### config.mk
export PLATFORM = sky130hd
export DESIGN_NAME = uart_transmitter
export DESIGN_NICKNAME = d
export VERILOG_FILES = /design/src/rtl/uart_transmitter.sv
export SDC_FILE = /design/constraint.sdc
export NUM_CORES = 1
export LEC_CHECK = 0
export ABC_AREA = 1
export ABC_CLOCK_PERIOD_IN_PS = 1990
export BUFFER_PORTS_ARGS = -buffer_cell sky130_fd_sc_hd__buf_2
export CORE_ASPECT_RATIO = 1.75
export CORE_MARGIN = 10
export CORE_UTILIZATION = 60
export DETAILED_ROUTE_END_ITERATION = 10
export PLACE_DENSITY = 0.89
export SYNTH_ARGS = -nofsm -noshare
export SYNTH_HDL_FRONTEND = slang
export SYNTH_SLANG_ARGS = --single-unit
### constraint.sdc
create_clock -name clk -period 1.99 [get_ports clk]
set_input_delay 0.199 -clock clk [delete_from_list [all_inputs] [get_ports clk]]
set_output_delay 0.199 -clock clk [all_outputs]
set_load 0.02 [all_outputs]
### src/rtl/uart_transmitter.sv
// rtl/uart_transmitter.sv - UART transmitter: start/busy byte handshake, 11-bit frame (start, 8 data LSB-first, parity, stop)
module uart_transmitter #(
    parameter int unsigned CLKS_PER_BIT = 16,
    parameter bit          PARITY_ODD   = 1'b0
) (
    input  logic       clk,
    input  logic       rst,
    input  logic       tx_start,
    input  logic [7:0] tx_data_in,
    output logic       tx_data_out,
    output logic       tx_busy,
    output logic       tx_done
);

    typedef enum logic [2:0] {
        IDLE   = 3'd0,
        START  = 3'd1,
        DATA   = 3'd2,
        PARITY = 3'd3,
        STOP   = 3'd4,
        DONE   = 3'd5
    } state_t;

    localparam logic [15:0] BAUD_LAST = 16'(CLKS_PER_BIT - 1);

    state_t      state;
    logic [15:0] baud_cnt;
    logic [2:0]  bit_idx;
    logic [7:0]  shift;
    logic        parity_bit;
    logic        baud_last;

    assign baud_last = (baud_cnt == BAUD_LAST);

    always_ff @(posedge clk or negedge rst) begin
        if (!rst) begin
            state       <= IDLE;
            baud_cnt    <= '0;
            bit_idx     <= '0;
            shift       <= '0;
            parity_bit  <= 1'b0;
            tx_data_out <= 1'b1;
            tx_busy     <= 1'b0;
            tx_done     <= 1'b0;
        end else begin
            tx_done <= 1'b0;
            case (state)
                // DONE accepts a new byte exactly like IDLE so held tx_start streams frames
                IDLE, DONE: begin
                    baud_cnt    <= '0;
                    bit_idx     <= '0;
                    tx_data_out <= 1'b1;
                    tx_busy     <= 1'b0;
                    if (tx_start) begin
                        shift       <= tx_data_in;
                        parity_bit  <= (^tx_data_in) ^ PARITY_ODD;
                        state       <= START;
                        tx_data_out <= 1'b0;
                        tx_busy     <= 1'b1;
                    end else begin
                        state <= IDLE;
                    end
                end
                START: begin
                    if (baud_last) begin
                        state       <= DATA;
                        baud_cnt    <= '0;
                        bit_idx     <= '0;
                        tx_data_out <= shift[0];
                        shift       <= {1'b0, shift[7:1]};
                    end else begin
                        baud_cnt <= baud_cnt + 16'd1;
                    end
                end
                DATA: begin
                    if (baud_last) begin
                        baud_cnt <= '0;
                        if (bit_idx == 3'd7) begin
                            state       <= PARITY;
                            tx_data_out <= parity_bit;
                        end else begin
                            bit_idx     <= bit_idx + 3'd1;
                            tx_data_out <= shift[0];
                            shift       <= {1'b0, shift[7:1]};
                        end
                    end else begin
                        baud_cnt <= baud_cnt + 16'd1;
                    end
                end
                PARITY: begin
                    if (baud_last) begin
                        state       <= STOP;
                        baud_cnt    <= '0;
                        tx_data_out <= 1'b1;
                    end else begin
                        baud_cnt <= baud_cnt + 16'd1;
                    end
                end
                STOP: begin
                    if (baud_last) begin
                        state       <= DONE;
                        baud_cnt    <= '0;
                        tx_data_out <= 1'b1;
                        tx_busy     <= 1'b0;
                        tx_done     <= 1'b1;
                    end else begin
                        baud_cnt <= baud_cnt + 16'd1;
                    end
                end
                default: begin
                    state       <= IDLE;
                    baud_cnt    <= '0;
                    bit_idx     <= '0;
                    tx_data_out <= 1'b1;
                    tx_busy     <= 1'b0;
                end
            endcase
        end
    end

endmodule
* Word-level counts from Yosys, hierarchy flattened
Cells that the tools add are included.
Storage, ports and cells: flip-flop bits (word level) 34, input port bits 11, output and inout bits 3, logic and storage cells 69
Cells by class: add/sub/neg operators 2, equal/unequal tests 15, multiplexer cells 29, bitwise logic cells 2, reduce and logical (&&, ||, !) cells 13
Operators with widths (count):
- 16-bit 2-to-1 mux | 2
- 8-bit 2-to-1 mux | 4
- 3-bit 2-to-1 mux | 8
- 8-bit case mux with 3 select lines | 1
- 16-bit by 1-bit adder with 16-bit output (second input constant) | 1
- 16-bit by 4-bit equality test with 1-bit output (second input constant) | 1
- 3-bit case mux with 5 select lines | 1
- 2-bit inequality test (second input constant) | 7
- 1-bit 2-to-1 mux | 10
- 5-bit AND reduction | 2
- 3-bit equality test (second input constant) | 3
- 3-bit case mux with 3 select lines | 1
- 8-bit XOR reduction | 1
- 3-bit by 2-bit equality test with 1-bit output (second input constant) | 2
- 1-bit case mux with 4 select lines | 1
- 2-bit AND reduction | 2
- 4-bit AND reduction | 1
- 2-bit OR reduction | 2
- 4-bit OR reduction | 1
- 3-bit by 1-bit adder with 3-bit output (second input constant) | 1
- 3-bit by 1-bit equality test with 1-bit output (second input constant) | 1
- 3-bit zero test | 1
- 1-bit case mux with 3 select lines | 1
- 3-bit AND reduction | 1
- 4 further kinds | 5

* Longest topological paths before layout
word-level depth 4, gate-level depth with buffers 9, mapped depth without buffers 9

* Worst setup path before layout
No wires, ideal clock.
path type register to register, start register baud_cnt[0], end register shift[0], library setup time 0.117 ns, arrival 1.297 ns, required time 1.873 ns, setup slack 0.576 ns, cell stages (with the launch flop) 9, buffers on the path 0, period minus slack after synthesis 1.414 ns, path through dfrtp_1 > ha_1 > nand3_1 > nor2_1 > nand2_2 > nand2_8 > nand3_4 > nand2_1 > nand2_1
Between the ends: cells in the longest elaborated chain, start to end 3, elaborated cells on any way between the ends 4, classes of those cells 3 x eq/ne; 1 x reduce/logical
RTL lines:
- start, declared | RTL line 27 | logic [15:0] baud_cnt;
- start signal, assigned | RTL line 72 | baud_cnt <= baud_cnt + 16'd1;
- start signal, assigned | RTL line 87 | baud_cnt <= baud_cnt + 16'd1;
- start signal, assigned | RTL line 96 | baud_cnt <= baud_cnt + 16'd1;
- 16-bit by 4-bit equality test with 1-bit output (*) | RTL line 33 | assign baud_last = (baud_cnt == BAUD_LAST);
- 2-bit inequality test (no source line)
- 5-bit AND reduction (no source line) (*)
- end signal, assigned | RTL line 55 | shift <= tx_data_in;
- end signal, assigned | RTL line 70 | shift <= {1'b0, shift[7:1]};
- end signal, assigned | RTL line 84 | shift <= {1'b0, shift[7:1]};
- end, declared | RTL line 29 | logic [7:0] shift;
Mark *: on every way between the ends. The rest lies on a longest branch, timed or not. A chain may end at the register's enable or synchronous reset.

* Worst setup path in the final report
start register baud_cnt[0], end register shift[1]
The elaborated chain is that of the path after synthesis.

==> metrics.cfg <==
[timing]
min_period_over_period_pct=81.4
tns_ns=0
skew_ns=0.00525
min_period_ns=1.62
hold_viol=0
drv_slew=0
post-route-worst-setup-slack_ns=0.370
rsz0062_at_grt=false
fmax_ghz=0.617
relSlewSlack_pct=49.6
whs_ns=0.273
setup_violations=0
tightest_slew_ns=0.756

[finish]
layout.nets=296
design_area_um2=2250
layout.area.seq_um2=852
drive_gt1_share_pct=15.9
antenna_cells=0
area_growth_pct=11.4
fillers=273
multi_input_area_um2=1040

[clock_network]
cts_tree=built
cts_buffer_depth=2
numCtsBuffers=5
clock_latency_ns=0.29
clock_sinks=34
cts.reportedPaths.clkPinSlew_ns=0.07
cts.htree.levels=2
cts_root_buffer=clkbuf_8

[detailed_routing]
drt.antenna.violating_nets=0
dr.pass1.iters=4
route.vias.total=1761
wirelength_um=4570
wl_per_cell_um=14.0
drt_iter0_drc=67
drc_errors=0
drt-vias-per-instance=5.40

[critical_path]
cp.arrival_ns=1.80
cp.required_ns=2.17
critPathMaxStageDelay_ns=0.39
crit_top_cell=nand2_1
crit_path_end_kind=flip-flop
worstSetupStartpointType=flip-flop
cp_num_buf_inv=0
worstPathMaxFanout=10
cp_slowest_cell=dfrtp_1
critPathTopFamily=simple AND/OR/NAND/NOR gates
path_cells=ha_1, nand3_1, nor2_1, nand2_2, nand2_8, nand3_4, nand2_1, nand2_1
path_class=reg -> reg

[placed_design]
hpwl_um=3510
place_ws_ns=0.378
postPlaceCellArea_um2=2150
place.gp.congestion=0.830
port_buffers=13

[floorplanning]
initial_core_util_pct=63.0
ioPinCount=14
fp-row-count=27
core_area_um2=3210
dieArea_um2=6180
die_x_um=63.9
die_y_um=96.8

[grt]
first_global_vias=1973
antenna_found_initial=0
grt_use_total_pct=15.9
grt_first_pass_wirelength_um=8110
overflow=0
grt_max_degree=35

[yosys]
yosys_warnings=0
synth_fp_nets=274
synthArstFlopShare_pct=100
syn_inst=260
synth_ff_type=dfrtp_1
synth.top_cells.by_count=nand2_1, nor2_1, dfrtp_1
yosysSeqAreaShare_pct=42.1
synth_edf_count=0
syn_area_per_cell_um2=7.78
synth.largest_area_cell=dfrtp_1
syn-cell-area_um2=2020
synth_most_common_cell=nand2_1
synth_cell_types=29
synth.area.top_cells=dfrtp_1, nand2_1, nand4_1
synth_seq_cells=34
netlist.area_leader.share_pct=40.8

[status]
status=finished, final reports clean

[power]
power.density_nw_per_um2=573
total_power_uw=1290
ir_drop_mv=0.519
leakage_uw=0.00115

[hold_path]
hold_path.class=in -> reg

[flow_run]
drv_cap=0

-- cells in the final DEF (no fill, tap or decap), drive strengths merged --
cell type	n
nand2	86
nor2	35
dfrtp	33
inv	23
nand4	21
buf	15
nand3	15
o21ai	9
nor3	8
clkbuf	7
xor2	6
xnor2	6
a21oi	4
nor3b	3
ha	3
clkinv	3
o211ai	1
o21bai	1
or2	1
bufinv	1
dlygate4sd3	1
dfstp	1
-- repair_timing --
item,CTS,global route
hold endpoints to repair,2,0
buffers inserted,0,0
hold buffers,1,0
gates resized for setup,0,0
-- sequential cells by signal, indices dropped and copies added, names as in the netlist --
register     count
baud_cnt        16
shift            8
tx_done          1
parity_bit       1
tx_data_out      1
bit_idx          3
tx_busy          1
state            3
-- cells by family after synthesis --
group | after synthesis | share of synthesized area, %
fa+ha+maj | 3 | 1.86
buf+inv | 27 | 6.25
flops | 34 | 42.1
compound gates | 15 | 4.21
simple gates | 169 | 40.3
xor+xnor | 12 | 5.20
-- per-stage QoR --
stage / std cells / util [%]
after floorplan: 260 / -
after global placement: 317 / 67.0
after detailed placement: 317 / 67.0
after CTS: 326 / 70.2
after global routing: 326 / 70.2
final: 326 / 70.2
-- worst register-to-register path, stage by stage, from the launching register on --
cell	delay [ns]
dfrtp_1	0.39
ha_1	0.21
nand3_1	0.17
nor2_1	0.18
nand2_2	0.17
nand2_8	0.14
nand3_4	0.13
nand2_1	0.09
nand2_1	0.05
-- power breakdown --
group | leakage [uW] | internal (uW) | switching, uW | total [uW]
Clock | 0.0000482 | 279 | 259 | 538
Combinational | 0.000652 | 21.7 | 38.9 | 60.6
Sequential | 0.000452 | 691 | 0 | 691
-- layout make-up --
| cell class | count | area share, % |
|---|---|---|
| multi-input cells | 199 | 46.3 |
| repair buffers | 16 | 4.00 |
| flip-flops and latches | 34 | 37.8 |
| clock buffers | 7 | 3.83 |
| clock inverters | 1 | 0.222 |
| well taps | 43 | 2.39 |
| inverters | 26 | 5.39 |
-- per-layer routing --
layer | share of wire [%] | global-route usage (%)
met5 | 0 | 0
met1 | 36 | 14.3
met2 | 56 | 29.5
met4 | 4.8 | 10.8
met3 | 3.1 | 3.69
-- final timing paths --
check | depth (start not counted) | start | slack [ns] | endpoint
setup / recovery | 8 | baud_cnt[0] | 0.37 | shift[1]
min in group asynchronous | 2 | rst | 0.51 | baud_cnt[12]
hold / removal | 3 | tx_start | 0.27 | tx_busy
setup reg to reg | 8 | baud_cnt[0] | 0.37 | shift[1]
max in group asynchronous | 2 | rst | 1.00 | baud_cnt[4]
hold reg to reg | 2 | shift[7] | 0.48 | shift[7]
No activity file was read; power rests on OpenSTA's default activity.
